### src/rtl/sram_wr_arbiter.sv
// sram_wr_arbiter: round-robin arbiter sharing one SRAM write port among
// N_PORTS SGDMA writers, with bounded bursts and SRAM-busy back-off.
// Ports: i_clk, i_rst_n (async, active-low)
//        i_wr_req/i_wr_addr/i_wr_dat : per-port request and flattened beat
//        o_wr_ready                  : registered one-hot acceptance
//        i_sram_busy                 : SRAM write port unavailable
//        o_sram_wr_en/addr/dat       : registered SRAM write
//        o_grant_id                  : port written this cycle
module sram_wr_arbiter #(
   parameter int N_PORTS   = 4,
   parameter int ADDR_W    = 12,
   parameter int DATA_W    = 128,
   parameter int MAX_BURST = 8
) (
   input  logic                        i_clk,
   input  logic                        i_rst_n,
   input  logic [N_PORTS-1:0]          i_wr_req,
   input  logic [N_PORTS*ADDR_W-1:0]   i_wr_addr,
   input  logic [N_PORTS*DATA_W-1:0]   i_wr_dat,
   output logic [N_PORTS-1:0]          o_wr_ready,
   input  logic                        i_sram_busy,
   output logic                        o_sram_wr_en,
   output logic [ADDR_W-1:0]           o_sram_wr_addr,
   output logic [DATA_W-1:0]           o_sram_wr_dat,
   output logic [2:0]                  o_grant_id
);

   logic [2:0]         owner;
   logic [2:0]         owner_nxt;
   logic [7:0]         burst;
   logic [7:0]         burst_nxt;
   logic [7:0]         req_ext;
   logic [7:0]         others;
   logic               grant;
   logic               found;
   logic [2:0]         winner;
   logic [2:0]         idx;
   logic [N_PORTS-1:0] ready_nxt;
   logic [ADDR_W-1:0]  sel_addr;
   logic [DATA_W-1:0]  sel_dat;

   always_ff @(posedge i_clk or negedge i_rst_n) begin
      if (!i_rst_n) begin
         owner <= 3'(N_PORTS - 1);
         burst <= 8'd0;
      end else begin
         owner <= owner_nxt;
         burst <= burst_nxt;
      end
   end

   // burst == 0 only right after reset: the reset owner holds no real
   // grant, so the first arbitration scans from port 0.
   always_comb begin
      req_ext   = 8'(i_wr_req);
      others    = req_ext & ~(8'd1 << owner);
      owner_nxt = owner;
      burst_nxt = burst;
      grant     = 1'b0;
      found     = 1'b0;
      winner    = owner;
      idx       = 3'd0;
      if (!i_sram_busy && (req_ext != 8'd0)) begin
         grant = 1'b1;
         if (req_ext[owner] && (burst != 8'd0) &&
             ((burst < 8'(MAX_BURST)) || (others == 8'd0))) begin
            if (burst < 8'(MAX_BURST)) begin
               burst_nxt = burst + 8'd1;
            end
         end else begin
            for (int k = 1; k <= N_PORTS; k++) begin
               idx = 3'((int'(owner) + k) % N_PORTS);
               if (!found && req_ext[idx]) begin
                  found  = 1'b1;
                  winner = idx;
               end
            end
            owner_nxt = winner;
            burst_nxt = 8'd1;
         end
      end
   end

   always_comb begin
      ready_nxt = '0;
      sel_addr  = '0;
      sel_dat   = '0;
      for (int n = 0; n < N_PORTS; n++) begin
         if (winner == 3'(n)) begin
            ready_nxt[n] = grant;
            sel_addr     = i_wr_addr[n*ADDR_W +: ADDR_W];
            sel_dat      = i_wr_dat[n*DATA_W +: DATA_W];
         end
      end
   end

   always_ff @(posedge i_clk or negedge i_rst_n) begin
      if (!i_rst_n) begin
         o_wr_ready     <= '0;
         o_sram_wr_en   <= 1'b0;
         o_sram_wr_addr <= '0;
         o_sram_wr_dat  <= '0;
         o_grant_id     <= 3'd0;
      end else begin
         o_wr_ready   <= ready_nxt;
         o_sram_wr_en <= grant;
         if (grant) begin
            o_sram_wr_addr <= sel_addr;
            o_sram_wr_dat  <= sel_dat;
            o_grant_id     <= winner;
         end
      end
   end

endmodule

### config.mk
export PLATFORM = sky130hd
export DESIGN_NAME = sram_wr_arbiter
export DESIGN_NICKNAME = d
export VERILOG_FILES = /design/src/rtl/sram_wr_arbiter.sv
export SDC_FILE = /design/constraint.sdc
export NUM_CORES = 1
export LEC_CHECK = 0
export ABC_AREA = 0
export BUFFER_PORTS_ARGS = -buffer_cell sky130_fd_sc_hd__buf_2
export CORE_AREA = 2 2 278 280
export DETAILED_ROUTE_END_ITERATION = 6
export DIE_AREA = 0 0 280 282
export PLACE_DENSITY_LB_ADDON = 0.3
export REMOVE_ABC_BUFFERS = 1
export SLEW_MARGIN = 10
export SYNTH_ARGS = -nofsm -noshare
export SYNTH_HDL_FRONTEND = slang
export SYNTH_SLANG_ARGS = --single-unit
### constraint.sdc
create_clock -name i_clk -period 5.3 [get_ports i_clk]
set_input_delay 1.06 -clock i_clk [delete_from_list [all_inputs] [get_ports i_clk]]
set_output_delay 1.06 -clock i_clk [all_outputs]
set_load 0.1 [all_outputs]
==> results of run 1 <==
==> critical path: cells and delay by family, from the launching register on <==
kind / cells / cell delay [ns]
compound gates: 4 / 0.88
fa+ha+maj: 1 / 0.42
buf+inv: 2 / 0.87
flops: 1 / 0.69
mux: 2 / 0.45
simple gates: 1 / 0.54
==> final timing paths <==
kind / to / startpoint / slack, ns
max in group asynchronous: o_sram_wr_addr[9] / i_rst_n / 3.79
min in group asynchronous: o_sram_wr_dat[101] / i_rst_n / 0.50
worst max register to register: o_sram_wr_addr[9] / owner[0] / 1.24
worst max-delay path: o_sram_wr_addr[9] / owner[0] / 1.24
worst min register to register: o_grant_id[0] / o_grant_id[0] / 0.48
worst min-delay path: o_grant_id[0] / o_grant_id[0] / 0.48
==> metal layers <==
metal | wire length (um) | vias up | GRT usage, % | part of all wire (%)
met5 | 43 | - | 0 | 0.082
met4 | 2155 | 8 | 6.513 | 4.1
met3 | 4471 | 104 | 3.621 | 8.5
met2 | 25620 | 749 | 21.06 | 49
met1 | 20080 | 5738 | 14.66 | 38
li1 | - | 5498 | - | -
==> area by class of cell <==
class                   count  area [um^2]
fillers                  8509        60780
multi-input cells         788         5084
flip-flops and latches    159         3981
repair buffers            748         3948
well taps                 978         1224
clock buffers              18        439.2
clock inverters            14        180.2
inverters                  13        53.80
diodes                      2        5.005
==> power groups by stage <==
stage               clock network [mW]  logic, mW  registers, mW
finish                            1.39       9.32           2.17
global route                      1.52       9.83           2.23
CTS                               1.46       9.35           2.16
detailed placement                   0       9.35           2.17
global placement                     0       9.32           2.18
floorplan                            0       3.15           5.93
==> state kept, by name, summed over array words and instances (netlist names) <==
| register | count |
|---|---|
| burst | 8 |
| o_grant_id | 3 |
| o_sram_wr_addr | 12 |
| o_sram_wr_dat | 128 |
| o_sram_wr_en | 1 |
| o_wr_ready | 4 |
| owner | 3 |
==> metrics by stage <==
step | instance area (um^2) | hold WS (ns) | utilization [%] | std cells
2_1_floorplan | 9076 | 0.4543 | - | 960
3_3_place_gp | 14290 | 0.4642 | 18.88 | 2686
3_5_place_dp | 14290 | 0.4700 | 18.88 | 2686
4_1_cts | 14910 | 0.4548 | 19.70 | 2718
5_1_grt | 14910 | 0.4815 | 19.70 | 2719
6_report | 14910 | 0.4819 | 19.70 | 2720
==> logic make-up (layout without fill, tap and decap cells) <==
logic type	after synthesis	in the layout
flops	159	159
simple gates	187	187
fa+ha+maj	6	6
xor+xnor	3	3
buf+inv	138	793
mux	8	8
other cells	0	2
compound gates	584	584
==> placed cells by master, fill, tap and decap left out, types with 4 or more instances in the layout <==
cell / instances
a21oi_1: 145
a22oi_1: 141
and2_1: 6
buf_12: 9
buf_2: 713
buf_4: 25
clkbuf_16: 17
clkinv_4: 4
dfrtp_1: 157
ha_1: 6
inv_1: 10
inv_6: 4
mux4_2: 4
nand2_1: 10
nor2_1: 150
nor3_1: 5
o211ai_1: 139
o21ai_0: 5
o31ai_1: 140
==> metrics.md, run 1 <==
| Metric | Value |
|---|---|
| Initial antenna violation count | 6 |
| Final setup margin | between 1 and 1.5 ns |
| Adder-cell share of the synthesized area | less than 1% |
| CP max FO | 67 |
| Port Buffers | 714 |
| Dpl ws | about 1.0 ns |
| RSZ-0062 raised after global routing | false |
| Cell mode on critical path | mux2i_1 |
| Top cells by area, synth | dfrtp_1 41%, a22oi_1 11%, o31ai_1 11% |
| R2R depth | 10 |
| Count leader, synth | dfrtp_1 |
| Synthesized area | between 9000 and 10000 um^2 |
| H-tree levels | 4 |
| Top cells by count, synth | 157 x dfrtp_1, 150 x nor2_1, 145 x a21oi_1, 141 x a22oi_1, 140 x o31ai_1 |
| Tot Pwr | roughly 13 mW |
| Startpoint Class | flip-flop |
| Combinational group share of total power | approximately 72% |
| Ys Warns | 0 |
| Post-synthesis compound-gate area fraction | a little over two fifths |
| Static leakage | between 6 and 7 nW |
| Max-slew headroom | a little under two fifths |
| Starting Density | between 10% and 20% |
| Die H | 282 um |
| Worst Hold Class | reg2reg |
| XOR/XNOR share of the synthesized area | less than 1% |
| Critical Path RT | between 5 and 6 ns |
| Post-synthesis sequential area ratio | slightly above 40% |
| WS Path Type | reg2reg |
| Synth Instances | about 1100 |
| TNS Setup | 0 ns |
| Row cnt | approximately 100 |
| Via count | 12097 |
| Post-synth ARST share | 100.0% |
| Fraction of layout cells with a size suffix above 1 | between 40% and 50% |
| Worst-margin pin slew | 0.9432 ns |
| Yosys reg bits | 159 |
| Sink Count | between 150 and 200 |
| Layout Nets | 2300 |
| Final ANT Viol Nets | 0 |
| DRC | 0 |
| Root Driver | clkbuf_16 |
| Fmax | between 0.2 and 0.25 GHz |
| Final Hold Viols | 0 |
| Core area | roughly 76000 um^2 |
| Clock transition at the registers of the reported paths | 0.07 ns |
| Largest area contributor in the netlist | dfrtp_1 |
| Routed len/inst | 19.25 um |
| CP Cell Sequence | inv_2 > ha_1 > mux2i_1 > mux2i_1 > or4_4 > a21o_1 > a21oi_4 > buf_4 > a22oi_1 > o31ai_1 |
| Post-synth cell types | 46 |
| CTS Buffer Depth | 2 |
| WP data arrival | 4.44 ns |
| Max Slew Vio Count | 0 |
| Max Cap Violations | 0 |
| Largest family of logic cells by synthesized area | compound AO/OA/AOI/OAI gates |
| Gr ovfl total | 0 |
| Largest net degree at the start of global routing | 143 |
| Post-Route WL | ~52000 um |
| Vias in the first global route | 12325 |
| Crit-path slowest cell | buf_4 |
| Sw power | between 8 and 9 mW |
| First-pass GRT wire length | roughly 75000 um |
| Placer Congestion | between 0.8 and 0.9 |
| IO Count | 715 |
| Post-CTS sizing | 0 |
| Initial DRC count | 657 |
| P per Cell Area | between 800 and 900 nW/um^2 |
| Fin crit share | approximately three quarters |
| VDD IR max | 0.6144 mV |
| Min Clock Period, post-route | between 4 and 5 ns |
| Power share of the clock group | roughly 11% |
| Vias per inst | around 4.4 |
| Mux contribution to synthesized area | 1.367% |
| Post-Synth Simple-Gate Area | 8.252% |
| TritonCTS clock tree | yes |
| Top cell type's share of synthesized area | roughly 40% |
| Setup bufs post-CTS | 0 |
| GRT Total Usage | between 10% and 20% |
| Seq pwr share | between 15 and 20% |
| Synth-to-Final Area Change | 55.15% |
| Switching share of power | approximately 64% |
| Clk Latency, worst-skew pair | just under 0.5 ns |
| CTS Buf Count | 17 |
| Cell Int Power | 4.634 mW |
| Critical Path Max Stage Delay | 0.70 ns |
| Post-detail-place hpwl | around 39000 um |
| Outcome | finished, final reports clean |
| Die ar. | a little under 80000 um^2 |
| Post-synth EDFFs | 0 |
| Final Setup Violations | 0 |
| CP Capture Type | flip-flop |
| Die X | between 200 and 300 um |
| Main synth FF type | dfrtp_1 |
| Avg Inst Size Synth | roughly 9 um^2 |
| Setup Skew | 0.01553 ns |
| Pre-Repair DR Iteration Count | 5 |
| Count of hold-fix buffers inserted at cts | 0 |
| Hold Crit Depth | 2 |
Note: power is estimated with default switching activity, not from simulation.
==> run 2: changes to the inputs <==
Clock period 5.3 ns to 3.51 ns, I/O delays scaled along.
==> metrics.md, run 2 (synthesis results as in run 1) <==
| Metric | Value |
|---|---|
| Vias in the first global route | 12888 |
| Worst Path Buf+Inv | 3 |
| Row cnt | 101 |
| Synth-to-Final Area Change | 63.28% |
| Die X | roughly 280 um |
| Critical Path RT | about 3.9 ns |
| Placed cell count | 2762 |
| Fraction of layout cells with a size suffix above 1 | 48.57% |
| Startpoint Class | flip-flop |
| Setup Skew | between 0.01 and 0.015 ns |
| WS Path Type | reg2reg |
| First-pass GRT wire length | approximately 76000 um |
| Root Driver | clkbuf_16 |
| Max-slew headroom | 38.99% |
| Top flop regs | o_sram_wr_dat (128), o_sram_wr_addr (12), burst (8) |
| Static leakage | about 7.3 nW |
| Reg2Reg Launch Point | owner[1] |
| TritonCTS clock tree | yes |
| Worst-margin pin slew | a little over 0.9 ns |
| Largest net degree at the start of global routing | 145 |
| Critical Path Max Stage Delay | ~0.54 ns |
| Dpl ws | 0.1517 ns |
| Max Cap Violations | 0 |
| GRT Total Usage | between 10% and 20% |
| Placed cell areas | 15050 um^2 |
| Initial DRC count | approximately 700 |
| Pre-Repair DR Iteration Count | 5 |
| DRC | 0 |
| Reg2reg end | o_sram_wr_dat[7] |
| Cell mode on critical path | buf_12 |
| CP Capture Type | flip-flop |
| Post-detail-place hpwl | approximately 40000 um |
| Die ar. | between 70000 and 80000 um^2 |
| CTS Buffer Depth | 2 |
| H-tree levels | 4 |
| Most common cell after layout, fill and taps aside | buf_2 |
| Vias per inst | between 4 and 5 |
| Core area | 75700 um^2 |
| RSZ-0062 raised after global routing | false |
| P per Cell Area | about 1300 nW/um^2 |
| Family with the most delay on the worst path | simple AND/OR/NAND/NOR gates |
| CP max FO | 23 |
| Clock transition at the registers of the reported paths | approximately 0.070 ns |
| Starting Density | around 13% |
| Worst Hold Class | in2async |
| Fmax | around 0.3 GHz |
| Post-Route WL | 52760 um |
| Routed len/inst | between 15 and 20 um |
| Count of hold-fix buffers inserted at cts | 0 |
| Min Clock Period, post-route | 3.317 ns |
| Fill count | between 8000 and 9000 |
| IO Count | roughly 720 |
| Largest Register | o_sram_wr_dat |
| Final hold slack | 0.3107 ns |
| Non-Filler Instances | between 2000 and 3000 |
| Initial antenna violation count | 4 |
| Final Hold Viols | 0 |
| Sink Count | around 160 |
| WP data arrival | around 3.7 ns |
| Most frequent cells in the layout | 713 x buf_2, 157 x dfrtp_1, 150 x nor2_1 |
| CP Launch Point | owner[1] |
| Final ANT Viol Nets | 0 |
| R2r setup slk | between 0.15 and 0.2 ns |
| CTS Buf Count | 17 |
| CP Cell Sequence | inv_1 > ha_2 > mux2i_2 > mux2i_1 > or4_4 > and3_4 > o21ai_4 > buf_12 > buf_12 > o211ai_1 > o31ai_1 |
| Max reg flops | roughly 130 |
| Port Buffers | 714 |
| Cell depth of the worst setup path | 11 |
| Layout Nets | 2378 |
| Clk Latency, worst-skew pair | between 0.4 and 0.5 ns |
| R2R depth | 11 |
| Die H | between 200 and 300 um |
| Placer Congestion | ~0.9 |
| Outcome | finished, final reports clean |
| Tot Pwr | roughly 21 mW |
| VDD IR max | around 0.58 mV |
| Gr ovfl total | 0 |
| Final Setup Violations | 0 |
| Fin crit share | 94.49% |
| Crit-path slowest cell | dfstp_2 |
| Cell area after layout | between 15000 and 20000 um^2 |
| Max Slew Vio Count | 0 |
| Final setup margin | around 0.19 ns |
| Via count | about 12000 |
## run 2: changes by cell type in the layout (fill, tap and decap cells not counted), sizes merged
| cell | before | now |
|---|---|---|
| buf | 748 | 825 |
| diode | 2 | 4 |
| inv | 17 | 19 |
| clkinvlp | 1 | 0 |
| clkbuf | 18 | 19 |
| bufinv | 3 | 2 |
## run 2: area by class of cell
class,count,area [um^2],area share [%]
Tap cell,978,1224,7.796
Sequential cell,159,3981,25.36
Clock inverter,14,156.4,0.9964
Clock buffer,18,439.2,2.798
Inverter,13,53.80,0.3428
Multi-Input combinational cell,788,5094,32.45
Antenna cell,4,10.01,0.06377
Timing Repair Buffer,826,4738,30.19
## run 2: metal layers
metal / routed length (um) / share of wire, % / global-route usage (%) / vias to the layer above
li1: - / - / - / 5651
met1: 20930 / 40 / 14.87 / 5889
met2: 25540 / 48 / 21.06 / 701
met3: 3799 / 7.2 / 2.892 / 115
met4: 2451 / 4.6 / 7.377 / 6
met5: 44 / 0.083 / 0 / -
## run 2: timing repair
action / CTS / global route
buffers inserted: 0 / 1
endpoints found under the setup margin: 0 / 16
gates resized for setup: 0 / 3
## run 2: through the flow
| stage | util [%] | TNS, ns |
|---|---|---|
| 4_1_cts | 20.67 | 0 |
| 2_1_floorplan | - | -1343.92 |
| 3_3_place_gp | 19.88 | 0 |
| 3_5_place_dp | 19.88 | 0 |
| 6_report | 20.74 | 0 |
| 5_1_grt | 20.73 | 0 |
## run 2: worst max path at each step
stage	slack, ns	end
after global placement	0.16	o_sram_wr_dat[95]
after CTS	0.15	o_sram_wr_dat[115]
after detailed placement	0.15	o_sram_wr_dat[119]
after global routing	0.008	o_sram_wr_dat[112]
final	0.19	o_sram_wr_dat[7]
after floorplan	-9.36	o_sram_wr_addr[0]
## run 2: report_power, final
part           switching, mW  leakage, nW  internal, mW
Combinational           11.2         5.02          4.12
Clock                  0.912        0.298          1.08
Sequential             0.566         1.98          2.72
Total                   12.6         7.30          7.92
==> run 3: changes to the inputs <==
Settings changed: REMOVE_ABC_BUFFERS 1 to unset.
==> metrics.md, run 3 (synthesis results as in run 1) <==
| Metric | Value |
|---|---|
| Worst-margin pin slew | around 0.8 ns |
| Count of hold-fix buffers inserted at cts | 0 |
| Met2 Routed Length | 29520 um |
| Largest net degree at the start of global routing | 145 |
| Synth-to-Final Area Change | 65.26% |
| Die ar. | just under 80000 um^2 |
| Row cnt | a little over 100 |
| Top sig layer | met5 |
| First-pass GRT wire length | 82340 um |
| Die H | 282 um |
| Initial antenna violation count | 10 |
| Max reg flops | approximately 130 |
| Startpoint Class | flip-flop |
| Largest Register | o_sram_wr_dat |
| Vias per inst | ~4.5 |
| WP data arrival | around 3.8 ns |
| CP max FO | 11 |
| H-tree levels | 4 |
| Gr ovfl total | 0 |
| Top flop regs | o_sram_wr_dat (128), o_sram_wr_addr (12), burst (8) |
| Tot Pwr | ~21 mW |
| Sink Count | 159 |
| IO Count | 715 |
| Max Cap Violations | 0 |
| Clk Latency, worst-skew pair | between 0.4 and 0.5 ns |
| Via count | 12788 |
| P per Cell Area | 1345 nW/um^2 |
| Post-Route WL | approximately 60000 um |
| Initial DRC count | 835 |
| CTS Buffer Depth | 2 |
| Fin crit share | 96.93% |
| Worst Hold Class | in2async |
| Final Setup Violations | 0 |
| Met1 wire length | between 20000 and 25000 um |
| Combinational group share of total power | 74.6% |
| Root Driver | clkbuf_16 |
| Placer Congestion | just over 1 |
| Static leakage | ~7.4 nW |
| Starting Density | between 10% and 20% |
| Fraction of layout cells with a size suffix above 1 | between 40 and 50% |
| Seq pwr share | between 10% and 20% |
| Clock transition at the registers of the reported paths | 0.08 ns |
| Final ANT Viol Nets | 0 |
| Most common cell after layout, fill and taps aside | buf_2 |
| Cell Int Power | approximately 8.3 mW |
| R2R depth | 12 |
| Min Clock Period, post-route | between 3 and 4 ns |
| Critical Path RT | between 3 and 4 ns |
| VDD IR max | about 0.66 mV |
| Routed len/inst | about 21 um |
| Non-Filler Instances | 2811 |
| Post-detail-place hpwl | between 40000 and 50000 um |
| CTS Buf Count | 17 |
| Port Buffers | about 710 |
| Final Hold Viols | 0 |
| Power share of the clock group | about 10% |
| WL met3 | roughly 5200 um |
| Setup Skew | between 0.015 and 0.02 ns |
| WS Path Type | reg2reg |
| Max Slew Vio Count | 0 |
| Pre-Repair DR Iteration Count | 5 |
| Core area | 75700 um^2 |
| Vias in the first global route | around 13000 |
| Layout Nets | 2387 |
| GRT Total Usage | roughly 14% |
| Switching share of power | roughly three fifths |
| Most frequent cells in the layout | 713 x buf_2, 157 x dfrtp_1, 150 x nor2_1 |
| Sw power | approximately 13 mW |
| Net count after synthesis | 1658 |
| Final Util | a little over a fifth |
| Fmax | slightly below 0.3 GHz |
| CP Capture Type | flip-flop |
| Outcome | finished, final reports clean |
| DRC | 0 |
| TritonCTS clock tree | yes |
| Die X | ~280 um |
| Max-slew headroom | 45.04% |
| Placed cell count | 2756 |
==> run 3: layout make-up <==
class | instances | area (um^2)
repair buffers | 835 | 4861
fillers | 8505 | 59810
well taps | 978 | 1224
clock inverters | 12 | 183.9
flip-flops and latches | 159 | 3981
multi-input cells | 788 | 5124
inverters | 13 | 51.30
diodes | 6 | 15.01
clock buffers | 20 | 446.7
==> run 3: metal layers <==
| metal | vias to the layer above | GRT usage, % |
|---|---|---|
| met5 | - | 0 |
| met4 | 8 | 6.376 |
| met3 | 93 | 4.665 |
| met2 | 720 | 23.46 |
| met1 | 6295 | 16.36 |
| li1 | 5672 | - |
==> run 3: worst paths after layout <==
| check | from | end | slack, ns |
|---|---|---|---|
| worst min register to register | o_grant_id[0] | o_grant_id[0] | 0.48 |
| worst max-delay path | owner[1] | o_sram_wr_dat[74] | 0.11 |
| min in group i_clk | i_wr_dat[467] | o_sram_wr_dat[83] | 0.45 |
| worst min-delay path | i_rst_n | o_sram_wr_dat[127] | 0.24 |
| worst max register to register | owner[1] | o_sram_wr_dat[74] | 0.11 |
| max in group asynchronous | i_rst_n | owner[1] | 2.47 |
==> run 3: what timing repair did <==
action,in CTS,in global routing
setup buffers,0,14
gates cloned,0,3
gates resized for setup,2,6
endpoints found under the setup margin,1,130
pin swaps,0,8
==> run 3: per-stage QoR <==
stage | hold WS (ns) | worst slack (ns) | TNS (ns) | area, um^2
6_report | 0.2387 | 0.1077 | 0 | 15890
5_1_grt | 0.2432 | -0.01686 | -0.05000 | 15890
4_1_cts | 0.2139 | 0.005315 | 0 | 15640
3_5_place_dp | 0.4641 | 0.01047 | 0 | 15000
3_3_place_gp | 0.4688 | -0.06372 | -0.06372 | 15000
2_1_floorplan | 0.4064 | 0.4407 | 0 | 9613
==> run 3: critical path, stage by stage (launching register included) <==
cell and delay (ns):
dfstp_2 0.59, inv_1 0.11, ha_4 0.32, mux2i_2 0.24
mux2i_1 0.14, or4_4 0.55, and3_4 0.25, o21ai_4 0.13
buf_4 0.19, buf_4 0.17, clkbuf_16 0.18, o211ai_1 0.10
o31ai_1 0.32
==> run 3: power groups by stage <==
stage                     Sequential, mW  Combinational [mW]  Clock, mW
final                               3.29                15.9       2.13
after floorplan                     8.94                4.92          0
after global routing                3.37                16.7       2.31
after global placement              3.30                15.3          0
after detailed placement            3.29                15.4          0
after CTS                           3.28                15.4       2.23
